<file path="src/rtl/mem_arbiter_pkg.sv">
// Shared types and width helpers for the round-robin memory arbiter.
package mem_arbiter_pkg;

   typedef enum logic [2:0] {
      IDLE        = 3'd0,
      READ_WAIT   = 3'd1,
      WRITE_WAIT  = 3'd2,
      READ_RELAY  = 3'd3,
      WRITE_RELAY = 3'd4
   } mem_arb_state_t;

   function automatic int unsigned line_bits(input int unsigned read_num,
                                             input int unsigned data_bits);
      return read_num * data_bits;
   endfunction

   function automatic int unsigned idx_bits(input int unsigned n);
      return (n > 32'd1) ? $clog2(n) : 32'd1;
   endfunction

   localparam int unsigned DEFAULT_LINE_W = line_bits(32'd4, 32'd8);

endpackage

</file>
<file path="src/rtl/mem_arbiter_rr_picker.sv">
// Combinational round-robin picker: first requester after last_grant, wrapping.
module rr_picker
   import mem_arbiter_pkg::*;
#(
   parameter int unsigned NUM_REQ = 32'd4,
   parameter int unsigned IDX_W   = idx_bits(NUM_REQ)
) (
   input  logic [NUM_REQ-1:0] req,
   input  logic [IDX_W-1:0]   last_grant,
   output logic               grant_valid,
   output logic [IDX_W-1:0]   grant_index
);

   // scan last_grant+1 .. last_grant+NUM_REQ; the first hit wins
   always_comb begin
      grant_valid = 1'b0;
      grant_index = {IDX_W{1'b0}};
      for (int unsigned k = 32'd1; k <= NUM_REQ; k++) begin
         if (!grant_valid && req[IDX_W'((32'(last_grant) + k) % NUM_REQ)]) begin
            grant_valid = 1'b1;
            grant_index = IDX_W'((32'(last_grant) + k) % NUM_REQ);
         end else begin
            grant_valid = grant_valid;
         end
      end
   end

endmodule

</file>
<file path="src/rtl/mem_arbiter.sv">
// Serialises consumer read/write requests onto one memory channel, round-robin.
module mem_arbiter
   import mem_arbiter_pkg::*;
#(
   parameter int unsigned NUM_CONSUMERS = 32'd4,
   parameter int unsigned ADDR_BITS     = 32'd8,
   parameter int unsigned DATA_BITS     = 32'd8,
   parameter int unsigned READ_NUM      = 32'd4,
   parameter bit          WRITE_ENABLE  = 1'b1,
   localparam int unsigned LINE_W       = line_bits(READ_NUM, DATA_BITS),
   localparam int unsigned IDX_W        = idx_bits(NUM_CONSUMERS)
) (
   input  logic                                    clk,
   input  logic                                    reset,
   input  logic [NUM_CONSUMERS-1:0]                consumer_read_valid,
   input  logic [NUM_CONSUMERS-1:0][ADDR_BITS-1:0] consumer_read_address,
   output logic [NUM_CONSUMERS-1:0]                consumer_read_ready,
   output logic [NUM_CONSUMERS-1:0][LINE_W-1:0]    consumer_read_data,
   input  logic [NUM_CONSUMERS-1:0]                consumer_write_valid,
   input  logic [NUM_CONSUMERS-1:0][ADDR_BITS-1:0] consumer_write_address,
   input  logic [NUM_CONSUMERS-1:0][DATA_BITS-1:0] consumer_write_data,
   output logic [NUM_CONSUMERS-1:0]                consumer_write_ready,
   output logic                                    mem_read_valid,
   output logic [ADDR_BITS-1:0]                    mem_read_address,
   input  logic                                    mem_read_ready,
   input  logic [LINE_W-1:0]                       mem_read_data,
   output logic                                    mem_write_valid,
   output logic [ADDR_BITS-1:0]                    mem_write_address,
   output logic [DATA_BITS-1:0]                    mem_write_data,
   input  logic                                    mem_write_ready
);

   mem_arb_state_t             state_r;
   logic [IDX_W-1:0]           grant_r;
   logic [IDX_W-1:0]           last_grant_r;
   logic [NUM_CONSUMERS-1:0]   req_s;
   logic                       pick_valid_s;
   logic [IDX_W-1:0]           pick_index_s;

   // with the write path removed, writes never compete so write outputs stay 0
   assign req_s = consumer_read_valid |
                  (WRITE_ENABLE ? consumer_write_valid : {NUM_CONSUMERS{1'b0}});

   rr_picker #(
      .NUM_REQ (NUM_CONSUMERS),
      .IDX_W   (IDX_W)
   ) u_picker (
      .req         (req_s),
      .last_grant  (last_grant_r),
      .grant_valid (pick_valid_s),
      .grant_index (pick_index_s)
   );

   // arbitration FSM and all registered outputs
   always_ff @(posedge clk or negedge reset) begin
      if (!reset) begin
         state_r              <= IDLE;
         grant_r              <= {IDX_W{1'b0}};
         last_grant_r         <= IDX_W'(NUM_CONSUMERS - 32'd1);
         consumer_read_ready  <= {NUM_CONSUMERS{1'b0}};
         consumer_read_data   <= {(NUM_CONSUMERS*LINE_W){1'b0}};
         consumer_write_ready <= {NUM_CONSUMERS{1'b0}};
         mem_read_valid       <= 1'b0;
         mem_read_address     <= {ADDR_BITS{1'b0}};
         mem_write_valid      <= 1'b0;
         mem_write_address    <= {ADDR_BITS{1'b0}};
         mem_write_data       <= {DATA_BITS{1'b0}};
      end else begin
         case (state_r)
            IDLE: begin
               if (pick_valid_s) begin
                  grant_r <= pick_index_s;
                  // a consumer asking for both is served its read first
                  if (consumer_read_valid[pick_index_s]) begin
                     mem_read_valid   <= 1'b1;
                     mem_read_address <= consumer_read_address[pick_index_s];
                     state_r          <= READ_WAIT;
                  end else begin
                     mem_write_valid   <= 1'b1;
                     mem_write_address <= consumer_write_address[pick_index_s];
                     mem_write_data    <= consumer_write_data[pick_index_s];
                     state_r           <= WRITE_WAIT;
                  end
               end
            end
            READ_WAIT: begin
               if (mem_read_ready) begin
                  mem_read_valid               <= 1'b0;
                  consumer_read_data[grant_r]  <= mem_read_data;
                  consumer_read_ready[grant_r] <= 1'b1;
                  state_r                      <= READ_RELAY;
               end
            end
            WRITE_WAIT: begin
               if (mem_write_ready) begin
                  mem_write_valid               <= 1'b0;
                  consumer_write_ready[grant_r] <= 1'b1;
                  state_r                       <= WRITE_RELAY;
               end
            end
            READ_RELAY: begin
               if (!consumer_read_valid[grant_r]) begin
                  consumer_read_ready[grant_r] <= 1'b0;
                  last_grant_r                 <= grant_r;
                  state_r                      <= IDLE;
               end
            end
            WRITE_RELAY: begin
               if (!consumer_write_valid[grant_r]) begin
                  consumer_write_ready[grant_r] <= 1'b0;
                  last_grant_r                  <= grant_r;
                  state_r                       <= IDLE;
               end
            end
            default: state_r <= IDLE;
         endcase
      end
   end

endmodule

</file>
<file path="config.mk">
export PLATFORM = sky130hd
export DESIGN_NAME = mem_arbiter
export DESIGN_NICKNAME = d
export VERILOG_FILES = /design/src/rtl/mem_arbiter_pkg.sv /design/src/rtl/mem_arbiter_rr_picker.sv /design/src/rtl/mem_arbiter.sv
export SDC_FILE = /design/constraint.sdc
export NUM_CORES = 1
export LEC_CHECK = 0
export BUFFER_PORTS_ARGS = -buffer_cell sky130_fd_sc_hd__buf_4
export CORE_ASPECT_RATIO = 0.7
export CORE_MARGIN = 2
export CORE_UTILIZATION = 44
export CTS_BUF_LIST = sky130_fd_sc_hd__clkbuf_16
export CTS_CLUSTER_SIZE = 25
export DETAILED_ROUTE_END_ITERATION = 12
export GPL_ROUTABILITY_DRIVEN = 0
export HOLD_SLACK_MARGIN = 0.05
export PLACE_DENSITY = 0.77
export SYNTH_ARGS = -nofsm -noshare
export SYNTH_HDL_FRONTEND = slang
export SYNTH_SLANG_ARGS = --single-unit
</file>
<file path="constraint.sdc">
create_clock -name clk -period 2.4 [get_ports clk]
set_input_delay 0.48 -clock clk [delete_from_list [all_inputs] [get_ports clk]]
set_output_delay 0.48 -clock clk [all_outputs]
set_load 0.1 [all_outputs]
</file>
## After elaboration in Yosys (flattened, before gate mapping)

Index checks and enable logic that the tools add are counted.

- Register bits after elaboration: 169
- Word-level logic and storage cells: 123

- $add $sub $neg: 4
- $lt $le $gt $ge: 7
- Eq/ne operators: 11
- Muxes and demuxes: 57
- Bitwise logic cells: 7
- Reductions and logical operators: 23

Operators by type and width:

| kind | number |
|---|---|
| 128-bit bitwise mux | 1 |
| 32-bit demux with 2-bit select | 1 |
| 8-bit binary-select mux with 2-bit select | 3 |
| 32-bit 2-to-1 mux | 1 |
| 8-bit 2-to-1 mux | 3 |
| 2-bit by 3-bit < comparator with 1-bit output (second input constant) | 6 |
| 1-bit 2-to-1 mux | 18 |
| 4-bit 2-to-1 mux | 4 |
| 4-bit one-hot mux with 2 select lines | 2 |
| 3-bit 2-to-1 mux | 5 |
| 3-bit one-hot mux with 5 select lines | 1 |
| 3-bit AND reduction | 5 |
| 1-bit binary-select mux with 2-bit select | 7 |
| 2-bit 2-to-1 mux | 7 |
| 2-bit inequality test (second input constant) | 7 |
| 4-bit OR | 3 |
| 2-bit nonzero test | 5 |
| 4-bit AND | 2 |
| 4-bit AND reduction | 2 |
| 3-bit by 2-bit equality test with 1-bit output (second input constant) | 2 |
| 5-bit AND reduction | 1 |
| 2-bit by 1-bit adder with 2-bit output (second input constant) | 2 |
| 2-bit adder (second input constant) | 2 |
| 1-bit logical AND | 4 |
| 11 further kinds | 15 |

## Logic depth before layout (Yosys ltp)

Gate-level depths: netlist (run 1).

- Word-level depth: 18
- Mapped depth: 8

## Modules after synthesis

Synthesis (run 1) repeated with hierarchy kept, for this count alone.

- Cell total of the unflattened synthesis: 455
- Area total of the unflattened synthesis: 7,241.9 um^2

Modules (own cells, without submodules):

| module | instances | cells each | area each (um^2) | seq. area each (um^2) |
|---|---|---|---|---|
| mem_arbiter | 1 | 441 | 7,150.6 | 4,231.6 |
| rr_picker | 1 | 14 | 91.3 | 0.0 |

## Worst setup path after synthesis (run 1)

Ideal clock, no wire load.

- Path kind: input port to flip-flop
- From: input consumer_write_valid[1]
- To: register mem_write_address[5]
- Setup time: 125 ps
- Arrival time: 2,483 ps
- Setup slack: -208 ps
- Stages on the path: 8
- Cell sequence: or4_1 > a32oi_1 > o311a_1 > buf_2 > nand2_1 > o32ai_4 > buf_4 > mux2_2

- Word-level cells in the longest chain between the ends: 17
- Elaborated cells between the ends (all ways): 29
- Classes of those cells: 20 x mux; 2 x bitwise; 7 x reduce/logical

RTL lines:

| item | RTL line | RTL |
|---|---|---|
| start: declaration | mem_arbiter.sv:19 | `input logic [NUM_CONSUMERS-1:0] consumer_write_valid,` |
| 4-bit OR * | mem_arbiter.sv:41 | `assign req_s = consumer_read_valid \|` |
| 1-bit binary-select mux with 2-bit select | mem_arbiter_rr_picker.sv:19 | `if (!grant_valid && req[IDX_W'((32'(last_grant) + k) % NUM_REQ)]) begin` |
| 1-bit 2-to-1 mux (implied by the code) | mem_arbiter_rr_picker.sv:19 |  |
| 1-bit 2-to-1 mux | mem_arbiter_rr_picker.sv:19 |  |
| 1-bit zero test | mem_arbiter_rr_picker.sv:19 |  |
| 1-bit logical AND | mem_arbiter_rr_picker.sv:19 |  |
| 1-bit 2-to-1 mux | mem_arbiter_rr_picker.sv:19 |  |
| 1-bit zero test | mem_arbiter_rr_picker.sv:19 |  |
| 1-bit logical AND | mem_arbiter_rr_picker.sv:19 |  |
| 1-bit 2-to-1 mux | mem_arbiter_rr_picker.sv:19 |  |
| 1-bit zero test | mem_arbiter_rr_picker.sv:19 |  |
| 1-bit logical AND | mem_arbiter_rr_picker.sv:19 |  |
| 2-bit 2-to-1 mux | mem_arbiter_rr_picker.sv:19 |  |
| 1-bit binary-select mux with 2-bit select | mem_arbiter.sv:74 | `if (consumer_read_valid[pick_index_s]) begin` |
| 1-bit 2-to-1 mux (implied by the code) | mem_arbiter.sv:74 |  |
| 1-bit inverter (no source line) | -- |  |
| 3-bit AND reduction (no source line) | -- |  |
| end signal: assignment | mem_arbiter.sv:66 | `mem_write_address <= {ADDR_BITS{1'b0}};` |
| end signal: assignment | mem_arbiter.sv:80 | `mem_write_address <= consumer_write_address[pick_index_s];` |
| end: declaration | mem_arbiter.sv:28 | `output logic [ADDR_BITS-1:0] mem_write_address,` |

Mark *: on every way between the ends. The rest lies on a longest branch, timed or not. The select of a mux whose other input is x is not followed.
A chain may end at the register's enable or synchronous reset.

## Final worst setup path (run 1)

- From: register last_grant_r[1]
- To: register mem_read_address[4]

- Word-level cells in the longest chain between the ends: 16
- Elaborated cells between the ends (all ways): 31
- Classes of those cells: 4 x add/sub; 20 x mux; 7 x reduce/logical

RTL lines:

| item | RTL line | RTL |
|---|---|---|
| start: declaration | mem_arbiter.sv:35 | `logic [IDX_W-1:0] last_grant_r;` |
| start signal: assignment | mem_arbiter.sv:59 | `last_grant_r <= IDX_W'(NUM_CONSUMERS - 32'd1);` |
| start signal: assignment | mem_arbiter.sv:104 | `last_grant_r <= grant_r;` |
| start signal: assignment | mem_arbiter.sv:111 | `last_grant_r <= grant_r;` |
| 2-bit by 1-bit adder with 2-bit output | mem_arbiter_rr_picker.sv:19, mem_arbiter_rr_picker.sv:21 |  |
| 1-bit binary-select mux with 2-bit select | mem_arbiter_rr_picker.sv:19 |  |
| 1-bit 2-to-1 mux (implied by the code) | mem_arbiter_rr_picker.sv:19 |  |
| 1-bit 2-to-1 mux | mem_arbiter_rr_picker.sv:19 |  |
| 1-bit zero test | mem_arbiter_rr_picker.sv:19 |  |
| 1-bit logical AND | mem_arbiter_rr_picker.sv:19 |  |
| 1-bit 2-to-1 mux | mem_arbiter_rr_picker.sv:19 |  |
| 1-bit zero test | mem_arbiter_rr_picker.sv:19 |  |
| 1-bit logical AND | mem_arbiter_rr_picker.sv:19 |  |
| 1-bit 2-to-1 mux | mem_arbiter_rr_picker.sv:19 |  |
| 1-bit zero test | mem_arbiter_rr_picker.sv:19 |  |
| 1-bit logical AND | mem_arbiter_rr_picker.sv:19 |  |
| 2-bit 2-to-1 mux | mem_arbiter_rr_picker.sv:19 |  |
| 1-bit binary-select mux with 2-bit select | mem_arbiter.sv:74 |  |
| 1-bit 2-to-1 mux (implied by the code) | mem_arbiter.sv:74 |  |
| 3-bit AND reduction (no source line) | -- |  |
| end signal: assignment | mem_arbiter.sv:64 | `mem_read_address <= {ADDR_BITS{1'b0}};` |
| end signal: assignment | mem_arbiter.sv:76 | `mem_read_address <= consumer_read_address[pick_index_s];` |
| end: declaration | mem_arbiter.sv:24 | `output logic [ADDR_BITS-1:0] mem_read_address,` |

Parallel ways exist; a longest one is shown, timed or not. The select of a mux whose other input is x is not followed.

==> summary.md, run 1 <==
| Metric | Value |
|---|---|
| Outcome | `complete, but fails checks` |
| Failing checks | `negative setup slack` |
| Reg2reg start | `last_grant_r[1]` |
| CP arrival | `2.82 ns` |
| Slew of the pin with the lowest slew margin | `0.526 ns` |
| Unrepaired setup endpoints after global routing | `true` |
| Synthesized area per cell | `14.2 um2` |
| Layout area overhead | `52.1%` |
| Max_cap viols | `0` |
| Worst Path Buf+Inv | `2` |
| Hold depth | `2` |
| CP most frequent cell | `mux2i_1` |
| Synth area leaders | `dfrtp_1 57%, mux2_2 22%, mux2i_1 9.8%` |
| Mapped Area | `7390 um2` |
| Die Span X | `159 um` |
| R2r worst-path depth | `8` |
| Initial detailed-routing violation count | `329` |
| Sequential area share after synthesis | `57.3%` |
| Worst skew pair latency | `0.41 ns` |
| Vias/cell | `5.11` |
| Worst slew margin | `64.9%` |
| Setup crit start | `last_grant_r[1]` |
| Final WL | `21.5 mm` |
| TritonCTS Sinks | `169` |
| Initial core utilization | `45.1%` |
| First-pass GRT wire length | `33.5 mm` |
| Clock tree buffer depth | `2` |
| Initial antenna violation count | `0` |
| H-tree depth | `4` |
| Critical path depth | `8` |
| #FFs+latches synth | `169` |
| Crit Path Max Fanout | `8` |
| Crit-path cells | `nor3b_4 > o32ai_4 > a311oi_4 > buf_8 > clkbuf_16 > mux2i_1 > mux2i_1 > mux2_4` |
| Share of the synthesized area in the top cell type | `56.6%` |
| Post-synth top area cell | `dfrtp_1` |
| IO Count | `302` |
| Commonest non-fill, non-tap cell in the layout | `buf_4` |
| Via count | `5625` |
| Die area | `17900 um2` |
| CTS tree | `done` |
| CP max stage delay | `0.57 ns` |
| DRT antenna net count | `0` |
| Hold_sp | `mem_read_data[16]` |
| Final period utilization | `105%` |
| Post-synthesis cell type count | `38` |
| CP Launch Type | `flip-flop` |
| DP Wirelength | `15.3 mm` |
| Synth warnings | `0` |
| Layout Skew | `0.0153 ns` |
| Largest net degree at the start of global routing | `54` |
| Setup WS post-layout | `-0.126 ns` |
| Chip height | `112 um` |
| Slowest-stage cell, CP | `dfstp_2` |
| Pre-antenna DRT Iters | `5` |
| Post-Synthesis Cells | `521` |
| Hold Slack | `0.323 ns` |
| CP Class | `flip-flop to flip-flop` |
| Clock Pin Slew Worst Setup and Hold Paths | `0.07 ns` |
| Commonest cells after routing, fill and taps aside | `332 x buf_4, 167 x dfrtp_1, 132 x mux2_2` |
| PortBufs | `301` |
| Final setup violation count | `24` |
| Antenna cells | `0` |
| Top cell family by delay on the critical path | `multiplexers` |
| GRT Util Overall | `23.7%` |
| Wire per inst | `19.5 um` |
| Fmax | `0.396 GHz` |
| Max-slew violation total from the final report | `0` |
| CP endpoint kind | `flip-flop` |
| NumNets Final | `1003` |
| Vias in the first global route | `6225` |
| # DRC | `0` |
| Num CTS Buffers | `17` |
| Min Tclk post-route | `2.53 ns` |
| Hold WC Path Type | `primary input to flip-flop` |
| Count of final hold-check violations | `0` |
| Placeable Area | `16400 um2` |
| Grt ovf | `0` |
| CTS root buffer | `clkbuf_16` |
| Fraction of layout cells with a size suffix above 1 | `64.5%` |
| Critical Path RT | `2.69 ns` |
| Synthesized Nets | `661` |
| Row count | `39` |
kinds of logic (layout without fill, tap and decap cells):
| group | count (synthesis) | in the layout | share of synthesized area, % |
|---|---|---|---|
| buffers and inverters | 35 | 389 | 1.98 |
| multiplexers | 228 | 228 | 33.8 |
| AO/OA/AOI/OAI | 35 | 36 | 3.47 |
| flip-flops | 169 | 169 | 57.3 |
| AND/OR/NAND/NOR | 54 | 54 | 3.42 |
routing by layer:
| metal | GRT usage, % | up-vias | wire, um |
|---|---|---|---|
| li1 | - | 2569 | - |
| met1 | 29.7 | 2858 | 8900 |
| met2 | 41.5 | 179 | 11100 |
| met3 | 5.69 | 19 | 1230 |
| met4 | 6.55 | 0 | 252 |
| met5 | 0 | - | 0 |
worst paths after layout:
kind / end / slack (ns)
setup / recovery: mem_read_address[4] / -0.13
hold / removal: consumer_read_data[16] / 0.32
setup reg to reg: mem_read_address[4] / -0.13
hold reg to reg: mem_read_valid / 0.49
max in group asynchronous: consumer_read_data[35] / 1.09
min in group asynchronous: consumer_read_data[57] / 0.58
cell usage after synthesis:
| cell | n |
|---|---|
| a21o_1 | 1 |
| a21oi_1 | 3 |
| a221oi_1 | 1 |
| a311oi_2 | 1 |
| a31oi_1 | 4 |
| a32oi_1 | 1 |
| and2_1 | 1 |
| buf_2 | 9 |
| buf_4 | 1 |
| clkbuf_1 | 20 |
| dfrtp_1 | 167 |
| dfstp_2 | 2 |
| inv_1 | 5 |
| mux2_1 | 7 |
| mux2_2 | 147 |
| mux2i_1 | 72 |
| mux4_2 | 2 |
| nand2_1 | 17 |
| nand2b_1 | 3 |
| nand3b_1 | 2 |
| nor2_1 | 18 |
| nor2b_1 | 1 |
| nor3_1 | 4 |
| nor3b_1 | 1 |
| nor4b_1 | 1 |
| o211ai_1 | 1 |
| o21ai_0 | 11 |
| o21bai_1 | 2 |
| o221a_2 | 1 |
| o22a_1 | 1 |
| o22ai_1 | 4 |
| o311a_1 | 1 |
| o31ai_1 | 1 |
| o32ai_1 | 1 |
| o32ai_4 | 1 |
| or2_2 | 3 |
| or3_1 | 2 |
| or4_1 | 1 |
flip-flops by register name, indices dropped and copies added, names as in the netlist, named ones only:
| name | flops |
|---|---|
| grant_r | 2 |
| consumer_read_data | 128 |
| mem_write_data | 8 |
| mem_read_valid | 1 |
| mem_write_valid | 1 |
| mem_write_address | 8 |
| last_grant_r | 2 |
| mem_read_address | 8 |
| state_r | 3 |
worst register-to-register path, stage by stage (launching register included):
cell       delay (ns)
dfstp_2          0.57
nor3b_4          0.25
o32ai_4          0.14
a311oi_4         0.43
buf_8            0.25
clkbuf_16        0.19
mux2i_1          0.24
mux2i_1          0.09
mux2_4           0.27
final cells by class:
class	instances	area [um2]
Timing Repair Buffer	352	2890
Fill cell	1158	5160
Inverter	5	18.8
Multi-Input combinational cell	318	3250
Clock buffer	17	425
Sequential cell	169	4230
Clock inverter	15	141
Tap cell	225	282
what timing repair did:
| item | 4_1_cts | 5_1_grt |
|---|---|---|
| pin swaps | 2 | 5 |
| cloned | 0 | 8 |
| hold endpoints to repair | 28 | 0 |
| resized for setup | 3 | 41 |
| endpoints found under the setup margin | 24 | 25 |
| buffers inserted | 3 | 6 |
| hold buffers | 1 | 0 |
stage by stage:
step	instances	worst slack, ns	setup TNS, ns	cell area (um2)	utilization [%]
finish	1101	-0.126	-2.36	11200	68.5
global route	1101	-0.231	-4.72	11200	68.5
CTS	1088	-0.0174	-0.0717	10900	66.2
detailed placement	1052	-0.264	-5.84	10200	62.4
global placement	1052	-0.182	-3.78	10200	62.4
floorplan	521	-0.109	-0.853	7440	-
Power of run 1 is not shown: default switching activity piles up to over one toggle a cycle in this logic, so the estimate is an artifact.
==> run 2, diff against run 1 <==
- PLACE_DENSITY: 0.77 -> 0.85
==> run 2 against run 1 <==
Compared with the run above:
- via count fell by 1.2%
- the run now ends clean
- largest cell class unchanged
- first-iteration DRC count decreased by 19%
- final area decreased by 2.9%
- critical endpoint is now mem_write_data[7]
- non-clock buffer count is 3 lower
- clock-buffer cell count did not move
==> summary.md, run 2 (synthesis results as in run 1) <==
| Metric | Value |
|---|---|
| CP max stage delay | `0.55 ns (-0.02 ns)` |
| Hold Slack | `0.315 ns (-0.00832 ns)` |
| Worst Path Buf+Inv | `1 (-1)` |
| Count of final hold-check violations | `0 (unchanged)` |
| Layout area overhead | `47.7%` |
| GRT Util Overall | `22.9% (-0.73 points)` |
| Unrepaired setup endpoints after global routing | `true` |
| Clock Pin Slew Worst Setup and Hold Paths | `0.08 ns (about the same)` |
| Postcts setup bufs | `0 (-3)` |
| PortBufs | `301 (unchanged)` |
| Worst slew margin | `66.2% (+1.3 points)` |
| CP endpoint kind | `flip-flop` |
| Num CTS Buffers | `17 (unchanged)` |
| Row count | `39 (unchanged)` |
| Max_cap viols | `0 (unchanged)` |
| Crit Path Max Fanout | `17 (+9)` |
| Pre-antenna DRT Iters | `4 (-1)` |
| Final setup violation count | `0 (-100%)` |
| DP Wirelength | `15.0 mm (-1.8%)` |
| CTS root buffer | `clkbuf_16` |
| CP Launch Type | `flip-flop` |
| Slowest-stage cell, CP | `dfstp_2` |
| Via count | `5560 (-1.2%)` |
| Wire per inst | `18.3 um (-6.4%)` |
| Initial antenna violation count | `0 (unchanged)` |
| Min Tclk post-route | `2.34 ns (-0.187 ns)` |
| Largest net degree at the start of global routing | `54 (unchanged)` |
| TritonCTS Sinks | `169 (unchanged)` |
| First-pass GRT wire length | `32.4 mm (-3.1%)` |
| Slew of the pin with the lowest slew margin | `0.507 ns (-0.0190 ns)` |
| CP arrival | `2.64 ns (-0.18 ns)` |
| Vias/cell | `5.07 (-0.80%)` |
| Fillers | `1216 (+5.0%)` |
| Grt ovf | `0 (unchanged)` |
| Max FFs per register | `128 (unchanged)` |
| IO Count | `302 (unchanged)` |
| NumNets Final | `999 (-0.40%)` |
| Max-slew violation total from the final report | `0 (unchanged)` |
| Fmax | `0.428 GHz (+8.0%)` |
| Crit-path cells | `nor3b_4 > o32ai_2 > a311oi_4 > o22ai_2 > o32ai_4 > buf_12 > mux2_2` |
| Initial detailed-routing violation count | `266 (-19%)` |
| Hold WC Path Type | `primary input to flip-flop` |
| Die area | `17900 um2 (unchanged)` |
| Outcome | `completed` |
| Die Span X | `159 um (unchanged)` |
| Clock tree buffer depth | `2 (unchanged)` |
| Top cell family by delay on the critical path | `compound AO/OA/AOI/OAI gates` |
| Largest reg by FF count | `consumer_read_data` |
| Layout Skew | `0.0139 ns (-0.00145 ns)` |
| Fraction of layout cells with a size suffix above 1 | `62.2% (-2.3 points)` |
| Chip height | `112 um (unchanged)` |
| Final WL | `20.1 mm (-6.8%)` |
| Placeable Area | `16400 um2 (unchanged)` |
| Initial core utilization | `45.1% (unchanged)` |
| # DRC | `0 (unchanged)` |
| Commonest non-fill, non-tap cell in the layout | `buf_4` |
| Vias in the first global route | `6061 (-2.6%)` |
| Critical Path RT | `2.70 ns (about the same)` |
| Worst skew pair latency | `0.42 ns (about the same)` |
| H-tree depth | `4 (unchanged)` |
| CP Class | `flip-flop to flip-flop` |
| CTS tree | `done` |
| Commonest cells after routing, fill and taps aside | `337 x buf_4, 167 x dfrtp_1, 146 x mux2_2` |
| DRT antenna net count | `0 (unchanged)` |
| Antenna cells | `0 (unchanged)` |
| Final period utilization | `97.5% (-7.8 points)` |
[run 2: cell count changes in the layout (fill, tap and decap cells not counted), moves of 2 or more]
cell | previous run | this run
inv_6 | 3 | 5
mux2_1 | 0 | 7
buf_4 | 332 | 337
mux2i_2 | 9 | 1
clkinv_8 | 2 | 0
mux2i_1 | 62 | 71
buf_8 | 2 | 0
inv_8 | 3 | 5
mux2_2 | 132 | 146
mux2_4 | 22 | 1
clkbuf_16 | 22 | 17
[run 2: path summary, 6_finish.rpt]
kind / start / endpoint / slack (ns) / cells after the start
setup / recovery: last_grant_r[1] / mem_write_data[7] / 0.06 / 7
hold reg to reg: mem_write_address[1] / mem_write_address[1] / 0.49 / 1
hold / removal: mem_read_data[25] / consumer_read_data[25] / 0.31 / 2
setup reg to reg: last_grant_r[1] / mem_write_data[7] / 0.06 / 7
max in group asynchronous: reset / consumer_read_data[4] / 1.11 / 3
min in group asynchronous: reset / consumer_read_data[30] / 0.62 / 2
[run 2: metrics by stage]
step	instance area [um2]	TNS (ns)	setup WS [ns]	utilization, %	instances
5_1_grt	10900	-0.307	-0.0511	66.5	1097
3_5_place_dp	10300	-4.30	-0.235	63.0	1064
2_1_floorplan	7440	-0.853	-0.109	-	521
4_1_cts	10900	0	0.00223	66.5	1097
6_report	10900	0	0.0611	66.5	1097
3_3_place_gp	10300	-3.30	-0.165	63.0	1064
[run 2: worst reg2reg max path, stage by stage (launching register included)]
cell and delay [ns]:
dfstp_2 0.55, nor3b_4 0.21, o32ai_2 0.15, a311oi_4 0.31, o22ai_2 0.14, o32ai_4 0.31
buf_12 0.20, mux2_2 0.35
[run 2: metal layers]
metal / share of wire (%) / vias up / routed length (um) / track usage [%]
li1: - / 2560 / - / -
met2: 49 / 181 / 9770 / 38.3
met4: 1.5 / 0 / 306 / 6.36
met5: 0 / - / 0 / 0
met1: 43 / 2795 / 8720 / 29.8
met3: 6.3 / 24 / 1260 / 6.25
[run 2: final cells by class]
class                   count  area, um2  share of cell area (%)
clock inverters            15        133                    1.22
multi-input cells         317       3080                    28.2
inverters                   5       18.8                   0.172
repair buffers            349       2740                    25.1
clock buffers              17        425                    3.90
well taps                 225        282                    2.58
flip-flops and latches    169       4230                    38.8
[run 2: what timing repair did]
item	4_1_cts	5_1_grt
setup endpoints to repair	9	24
resized for setup	1	2
pin swaps	0	1
endpoints found under the hold margin	47	0
hold buffers	1	0
Power of run 2 is left out for the same reason.
